**src/rtl/reg_write_arbiter.sv**
```systemverilog
// Round-robin write arbiter for a bank of 8-bit registers, one write per clock,
// with bounded locked runs. Optional saturating write counter under ARB_WRCNT_EN.
module reg_write_arbiter #(
    parameter int NREQ     = 4,
    parameter int NREGS    = 4,
    parameter int AW       = 2,
    parameter int LOCK_MAX = 4
) (
    input  logic                 clk,
    input  logic                 reset,
    input  logic [NREQ-1:0]      req,
    input  logic [NREQ-1:0]      lock,
    input  logic [NREQ*AW-1:0]   wr_addr,
    input  logic [NREQ*8-1:0]    wr_data,
    output logic [NREQ-1:0]      grant,
    output logic [NREQ-1:0]      ack,
    output logic [NREGS-1:0]     reg_en,
    output logic [7:0]           reg_in,
    output logic                 busy
`ifdef ARB_WRCNT_EN
    ,
    output logic [15:0]          wr_count
`endif
);

    localparam int PW = (NREQ > 1) ? $clog2(NREQ) : 1;

    typedef enum logic {S_IDLE, S_WRITE} state_t;

    state_t            r_state, w_state_next;
    logic [PW-1:0]     r_ptr, w_ptr_next;
    logic [PW-1:0]     r_owner, w_owner_next;
    logic [3:0]        r_run, w_run_next;
    logic [NREQ-1:0]   r_grant, w_grant_next;
    logic [NREQ-1:0]   r_ack, w_ack_next;
    logic [NREGS-1:0]  r_reg_en, w_reg_en_next;
    logic [7:0]        r_reg_in, w_reg_in_next;
    logic              r_busy, w_busy_next;

    logic [AW-1:0]     w_addr [NREQ];
    logic [7:0]        w_data [NREQ];

    generate
        for (genvar gi = 0; gi < NREQ; gi++) begin : g_unpack
            assign w_addr[gi] = wr_addr[gi*AW +: AW];
            assign w_data[gi] = wr_data[gi*8 +: 8];
        end
    endgenerate

    // Rotate requests so bit 0 is the current round-robin head, then take the lowest set bit.
    logic [2*NREQ-1:0] w_dbl;
    logic [2*NREQ-1:0] w_rot;
    logic              w_found;
    logic [PW-1:0]     w_win;
    int                w_sum;

    assign w_dbl = {req, req};
    assign w_rot = w_dbl >> r_ptr;

    always_comb begin
        w_found = 1'b0;
        w_win   = '0;
        w_sum   = 0;
        for (int k = 0; k < NREQ; k++) begin
            if (!w_found && w_rot[k]) begin
                w_found = 1'b1;
                w_sum   = int'(r_ptr) + k;
                if (w_sum >= NREQ) w_sum = w_sum - NREQ;
                w_win   = PW'(w_sum);
            end
        end
    end

    logic          w_do_write;
    logic [PW-1:0] w_sel;

    always_comb begin
        w_state_next  = r_state;
        w_ptr_next    = r_ptr;
        w_owner_next  = r_owner;
        w_run_next    = r_run;
        w_grant_next  = '0;
        w_ack_next    = '0;
        w_reg_en_next = '0;
        w_reg_in_next = 8'h00;
        w_busy_next   = 1'b0;
        w_do_write    = 1'b0;
        w_sel         = r_owner;

        case (r_state)
            S_IDLE: begin
                if (w_found) begin
                    w_do_write   = 1'b1;
                    w_sel        = w_win;
                    w_owner_next = w_win;
                    w_run_next   = 4'd1;
                    w_state_next = S_WRITE;
                end
            end
            S_WRITE: begin
                if (req[r_owner] && lock[r_owner] && (int'(r_run) < LOCK_MAX)) begin
                    w_do_write = 1'b1;
                    w_run_next = r_run + 4'd1;
                end else begin
                    w_ptr_next   = (int'(r_owner) == NREQ - 1) ? '0 : r_owner + 1'b1;
                    w_run_next   = 4'd0;
                    w_state_next = S_IDLE;
                end
            end
            default: w_state_next = S_IDLE;
        endcase

        // Out-of-range targets still ack the requester but enable nothing.
        if (w_do_write) begin
            w_grant_next[w_sel] = 1'b1;
            w_ack_next[w_sel]   = 1'b1;
            w_busy_next         = 1'b1;
            w_reg_in_next       = w_data[w_sel];
            if (int'(w_addr[w_sel]) < NREGS) w_reg_en_next[w_addr[w_sel]] = 1'b1;
        end
    end

    always_ff @(posedge clk) begin
        if (reset) begin
            r_state  <= S_IDLE;
            r_ptr    <= '0;
            r_owner  <= '0;
            r_run    <= 4'd0;
            r_grant  <= '0;
            r_ack    <= '0;
            r_reg_en <= '0;
            r_reg_in <= 8'h00;
            r_busy   <= 1'b0;
        end else begin
            r_state  <= w_state_next;
            r_ptr    <= w_ptr_next;
            r_owner  <= w_owner_next;
            r_run    <= w_run_next;
            r_grant  <= w_grant_next;
            r_ack    <= w_ack_next;
            r_reg_en <= w_reg_en_next;
            r_reg_in <= w_reg_in_next;
            r_busy   <= w_busy_next;
        end
    end

    assign grant  = r_grant;
    assign ack    = r_ack;
    assign reg_en = r_reg_en;
    assign reg_in = r_reg_in;
    assign busy   = r_busy;

`ifdef ARB_WRCNT_EN
    logic [15:0] r_wr_count;

    always_ff @(posedge clk) begin
        if (reset) begin
            r_wr_count <= 16'h0000;
        end else if ((|r_reg_en) && (r_wr_count != 16'hFFFF)) begin
            r_wr_count <= r_wr_count + 16'h0001;
        end
    end

    assign wr_count = r_wr_count;
`endif

endmodule

```
**config.mk**
```make
export PLATFORM = sky130hd
export DESIGN_NAME = reg_write_arbiter
export DESIGN_NICKNAME = d
export VERILOG_FILES = /design/src/rtl/reg_write_arbiter.sv
export SDC_FILE = /design/constraint.sdc
export NUM_CORES = 1
export LEC_CHECK = 0
export ABC_AREA = 1
export CORE_MARGIN = 3
export CORE_UTILIZATION = 26
export CTS_CLUSTER_SIZE = 14
export DETAILED_ROUTE_END_ITERATION = 10
export DONT_BUFFER_PORTS = 1
export GPL_TIMING_DRIVEN = 0
export PLACE_DENSITY_LB_ADDON = 0.2
export SLEW_MARGIN = 20
export SYNTH_ARGS = -nofsm -noshare
export SYNTH_HDL_FRONTEND = slang
export SYNTH_SLANG_ARGS = --single-unit
```
**constraint.sdc**
```tcl
create_clock -name clk -period 2.5 [get_ports clk]
set_clock_uncertainty 0.2 [all_clocks]
set_input_delay 0.625 -clock clk [delete_from_list [all_inputs] [get_ports clk]]
set_output_delay 0.625 -clock clk [all_outputs]
set_load 0.005 [all_outputs]
```
---- Yosys cells after proc, flatten, opt, wreduce, memory -nomap -nowiden ----
Cells that the tools add are included.
word-level totals
  bits in registers ....................... 26
  input port bits ......................... 50
  logic and storage cells ................. 83
cells by class
  $add $sub $neg .......................... 9
  magnitude comparators ................... 11
  equality and inequality tests ........... 2
  shift-type cells ........................ 1
  muxes and demuxes ....................... 36
  bitwise operators ....................... 4
  reduce and logical (&&, ||, !) cells .... 12
operator list
  operator                                             number
  two-way mux 2 bit                                    13
  binary-select mux 8 bit (select 2 bit)               1
  two-way mux 8 bit                                    2
  >= comparator 3 bit, second input constant           4
  two-way mux 1 bit                                    11
  < comparator 2 x 3 -> 1 bit, second input constant   3
  two-way mux 4 bit                                    2
  case mux 4 bit (2 select lines)                      1
  right shift 8 x 2 -> 4 bit                           1
  subtractor 2 x 1 -> 2 bit, second input constant     4
  logical AND 1 bit                                    7
  adder 2 x 2 -> 3 bit, second input constant          2
  adder 4 x 1 -> 4 bit, second input constant          1
  binary-select mux 1 bit (select 2 bit)               2
  binary-select mux 2 bit (select 2 bit)               1
  demux 1 bit (select 2 bit)                           2
  >= comparator 2 x 1 -> 1 bit, second input constant  2
  < comparator 4 x 3 -> 1 bit, second input constant   1
  adder 2 x 1 -> 3 bit, second input constant          1
  >= comparator 2 x 3 -> 1 bit, second input constant  1
  logical NOT 1 bit                                    3
  NOT 1 bit                                            3
  NOT 2 -> 3 bit                                       1
  adder 2 x 1 -> 2 bit, second input constant          1
  5 further kinds                                      5

---- Logic depth before layout (Yosys ltp) ----
  depth after elaboration ................. 21
  depth in mapped cells ................... 16
  gate-level depth less buffers ........... 15

---- Worst setup path before layout ----
No wires, ideal clock.
  path type ............................... input -> register
  start point ............................. in req[3]
  end point ............................... reg r_reg_en[2] (netlist: reg_en[2])
  setup time .............................. 0.112 ns
  data arrival time ....................... 1.801 ns
  required time ........................... 2.188 ns
  path slack .............................. 0.387 ns
  stages .................................. 15
  path buffers ............................ 1
  cells stage by stage .................... inv_1 nand2_1 nand3_1 nand2_2 nor2_4 nand3_2 nand2_4 inv_1 nand2_2 buf_6 nand3_1 nand2_1 nand2_1 nand3_1 nor2_1
on the way
  word-level cells in the longest chain between the ends .. 21
  elaborated cells between the ends (all ways) .. 35
  classes of those cells .................. order compare (2); shift (1); mux (20); bitwise (2); reduce/logical (10)
ends and longest elaborated chain
  what                                                                                                      line  text
  from (decl)                                                                                               11    input logic [NREQ-1:0] req,
  right shift 8 x 2 -> 4 bit                                                                                58    assign w_rot = w_dbl >> r_ptr;
  two-way mux 1 bit                                                                                         65    if (!w_found && w_rot[k]) begin
  logical NOT 1 bit                                                                                         65
  logical AND 1 bit                                                                                         65
  two-way mux 1 bit                                                                                         65
  logical NOT 1 bit                                                                                         65
  logical AND 1 bit                                                                                         65
  two-way mux 1 bit                                                                                         65
  [3 not listed]                                                                                            -
  two-way mux 2 bit (2 in series)                                                                           -
  NOT 2 -> 3 bit (not written as such)                                                                      119   if (int'(w_addr[w_sel]) < NREGS) w_reg_en_next[w_addr[w_sel]] = 1'b1;
  binary-select mux 2 bit (select 2 bit)                                                                    119
  two-way mux 2 bit (not written as such) (2 in series)                                                     119
  < comparator 2 x 3 -> 1 bit (not written as such) / >= comparator 2 x 1 -> 1 bit (equally long branches)  119
  logical AND 1 bit (not written as such)                                                                   119
  two-way mux 1 bit (not written as such)                                                                   119
  demux 1 bit (select 2 bit)                                                                                119
  to (signal assigned)                                                                                      141   r_reg_en <= w_reg_en_next;
  to (decl)                                                                                                 36    logic [NREGS-1:0] r_reg_en, w_reg_en_next;
Parallel ways exist; a longest one is shown, timed or not. The select of a mux whose other input is x is not followed.
A chain may end at the register's enable or synchronous reset.

---- Worst setup path in the final report ----
  start point ............................. reg r_ptr[1]
  end point ............................... reg r_ack[2] (netlist: ack[2])
on the way
  word-level cells in the longest chain between the ends .. 17
  elaborated cells between the ends (all ways) .. 41
  classes of those cells .................. add/sub (7); order compare (6); shift (1); mux (18); bitwise (1); reduce/logical (8)
ends and longest elaborated chain
  what                                                           line  text
  from (decl)                                                    31    logic [PW-1:0] r_ptr, w_ptr_next;
  from (signal assigned)                                         136   r_ptr <= w_ptr_next;
  branches (longest 17 deep; another with adder 2 x 1 -> 3 bit)  -
  to (signal assigned)                                           140   r_ack <= w_ack_next;
  to (decl)                                                      35    logic [NREQ-1:0] r_ack, w_ack_next;
Parallel ways; which one is timed is not known.

==> impl_metrics.yaml <==
power_and_ir_drop:
  power_leakage_nw: 0.888
  power_density_nw_per_um2: 1580
  ir_drop_mv: 0.743
  power_w: 0.00278
synthesis:
  synthTopCellsByArea: "dfxtp_1 (31%), nand2_1 (22%), nand3_1 (13%), a21oi_1 (4.9%), inv_1 (4.6%)"
  synth_seq_cells: 25
  ys_seq_area_frac: 0.309
  synth_edf_count: 0
  synthesis.nets: 310
  synth_ff_type: "dfxtp_1"
  ys_async_sr_fraction: 0
  synth_area_leader_cell: "dfxtp_1"
  syn_area_um2: 1620
  synthDistinctLibCells: 25
  yosysWarnings: 0
  yosysTopAreaCellShare: 0.309
  syn_area_per_cell_um2: 6.28
  syn_inst: 258
final_layout:
  final_area_um2: 1760
  drive_above_1_share: 0.130
  mostFrequentLayoutCell: "nand2_1"
  fin_nets: 315
  area_growth_pct: 8.81
  final_cell_mix: "nand2_1 (95), nand3_1 (43), dfxtp_1 (25)"
  diodes: 0
route:
  firstDrtPassIters: 4
  num_vias: 1560
  routedWlPerCell_um: 12.9
  ant_nets: 0
  wl_um: 4340
  drtIter0Drc: 75
  drcViolationCount: 0
  viasPerCell: 4.63
timing:
  setup_viol: 0
  tns_ps: 0
  rsz0062_at_grt: "false"
  maxSlewViolCount: 0
  slew_headroom: 0.737
  tightest_slew_ps: 394
  fmax_mhz: 449
  finalCriticalPeriod_ps: 2230
  hold_viol_final: 0
  layout_worst_path_cycle_share: 0.892
floorplan:
  fp.dieW_um: 84.9
  die_h_um: 84.9
  rows: 28
  core_area_um2: 5990
  initial_utilization: 0.270
  die_area_um2: 7210
  io_pins: 71
place:
  dp_hpwl_um: 3320
  place_area_um2: 1710
  place.port_buffers: 0
  place_congestion: 0.788
setup_path:
  crit_required_ps: 2460
  crit_type: "reg -> reg"
  cp-start-kind: "register"
  endpoint_kind: "register"
  arrival_ps: 2190
  cp_max_fo: 10
clock_tree:
  post_cts_buffers: 0
  htree_levels: 1
  cts_tree: "done"
  postCtsHoldBufs: 0
  clockBufferDepth: 2
  cts-root-buf: "clkbuf_8"
  cts_buffers: 3
  clk-insertion-delay-late_ps: 270
  clock_sink_count: 25
  clk_pin_slew_ps: 100
  cts_resized: 0
global_routing:
  overflow: 0
  grt_max_degree: 16
  antenna_found_initial: 0
  grt_usage: 0.120
  grt_pass1_wl_um: 7230
  grt_pass1_vias: 1514
job:
  drv_cap: 0
min_path:
  hp-class: "reg -> reg"
run_status:
  outcome: "finished clean"
## synth_stat cells, types with 3 or more instances
| master | n |
|---|---|
| a21oi_1 | 16 |
| buf_4 | 5 |
| inv_2 | 3 |
| nor2_1 | 14 |
| buf_6 | 5 |
| buf_2 | 5 |
| dfxtp_1 | 25 |
| nand2_2 | 5 |
| nand2_1 | 95 |
| nor3_1 | 6 |
| inv_1 | 20 |
| nand3_1 | 43 |
## metal layers
metal  track usage  wire length (um)  part of all wire  vias to the layer above
met1         0.168              2050              0.47                      690
met4        0.0187                29            0.0067                        0
met2         0.192              2040              0.47                       46
met5             0                 0                 0                        -
li1              -                 -                 -                      822
met3        0.0291               211             0.049                        2
## sequential cells by signal, indices dropped and copies added (netlist names)
name / cells
reg_in: 8
ack: 4
r_run: 4
reg_en: 4
r_owner: 2
r_ptr: 2
r_state: 1
## worst max-delay path, stage by stage (launching register included)
cell,delay [ps]
dfxtp_1,310
buf_2,210
inv_2,120
nand3_1,110
nand2_2,90
nor2_4,120
nand3_2,110
nor2_1,280
inv_1,90
nand2_1,150
buf_2,250
nor3_1,70
## through the flow
stage | hold slack [ps] | worst slack [ps] | instances | utilization
detailed placement | 228 | 113 | 333 | 0.286
global route | 287 | 6.60 | 337 | 0.294
global placement | 232 | 123 | 333 | 0.286
floorplan | 217 | 387 | 258 | -
CTS | 245 | 264 | 337 | 0.294
finish | 245 | 271 | 337 | 0.294
## final cells by class
cell class / count / area [um2]
fillers: 691 / 4230
multi-input cells: 194 / 910
flip-flops and latches: 25 / 500
plain buffers: 16 / 123
well taps: 75 / 93.8
inverters: 23 / 86.3
clock buffers: 3 / 41.3
clock inverters: 1 / 7.51
## report_power, final
part           total, W  switching, W  leakage (nW)  internal [W]
Clock          0.000254      0.000141        0.0217      0.000113
Sequential     0.000612     0.0000891         0.205      0.000523
Combinational   0.00192       0.00122         0.661      0.000698
Total           0.00278       0.00145         0.888       0.00133
## cells by family after synthesis
group | Yosys count | synth area share
AND/OR/NAND/NOR | 170 | 0.465
AO/OA/AOI/OAI | 21 | 0.0757
flip-flops | 25 | 0.309
buffers and inverters | 39 | 0.129
adder cells (fa/ha/maj) | 2 | 0.0155
XOR/XNOR | 1 | 0.00541
## worst paths after layout
check / start / endpoint / slack (ps) / cells after the start
min reg2reg: r_run[3] / r_run[3] / 250 / 2
max reg2reg: r_ptr[1] / ack[2] / 270 / 11
max: r_ptr[1] / ack[2] / 270 / 11
min: r_run[3] / r_run[3] / 250 / 2
No activity file was read; power rests on OpenSTA's default activity.
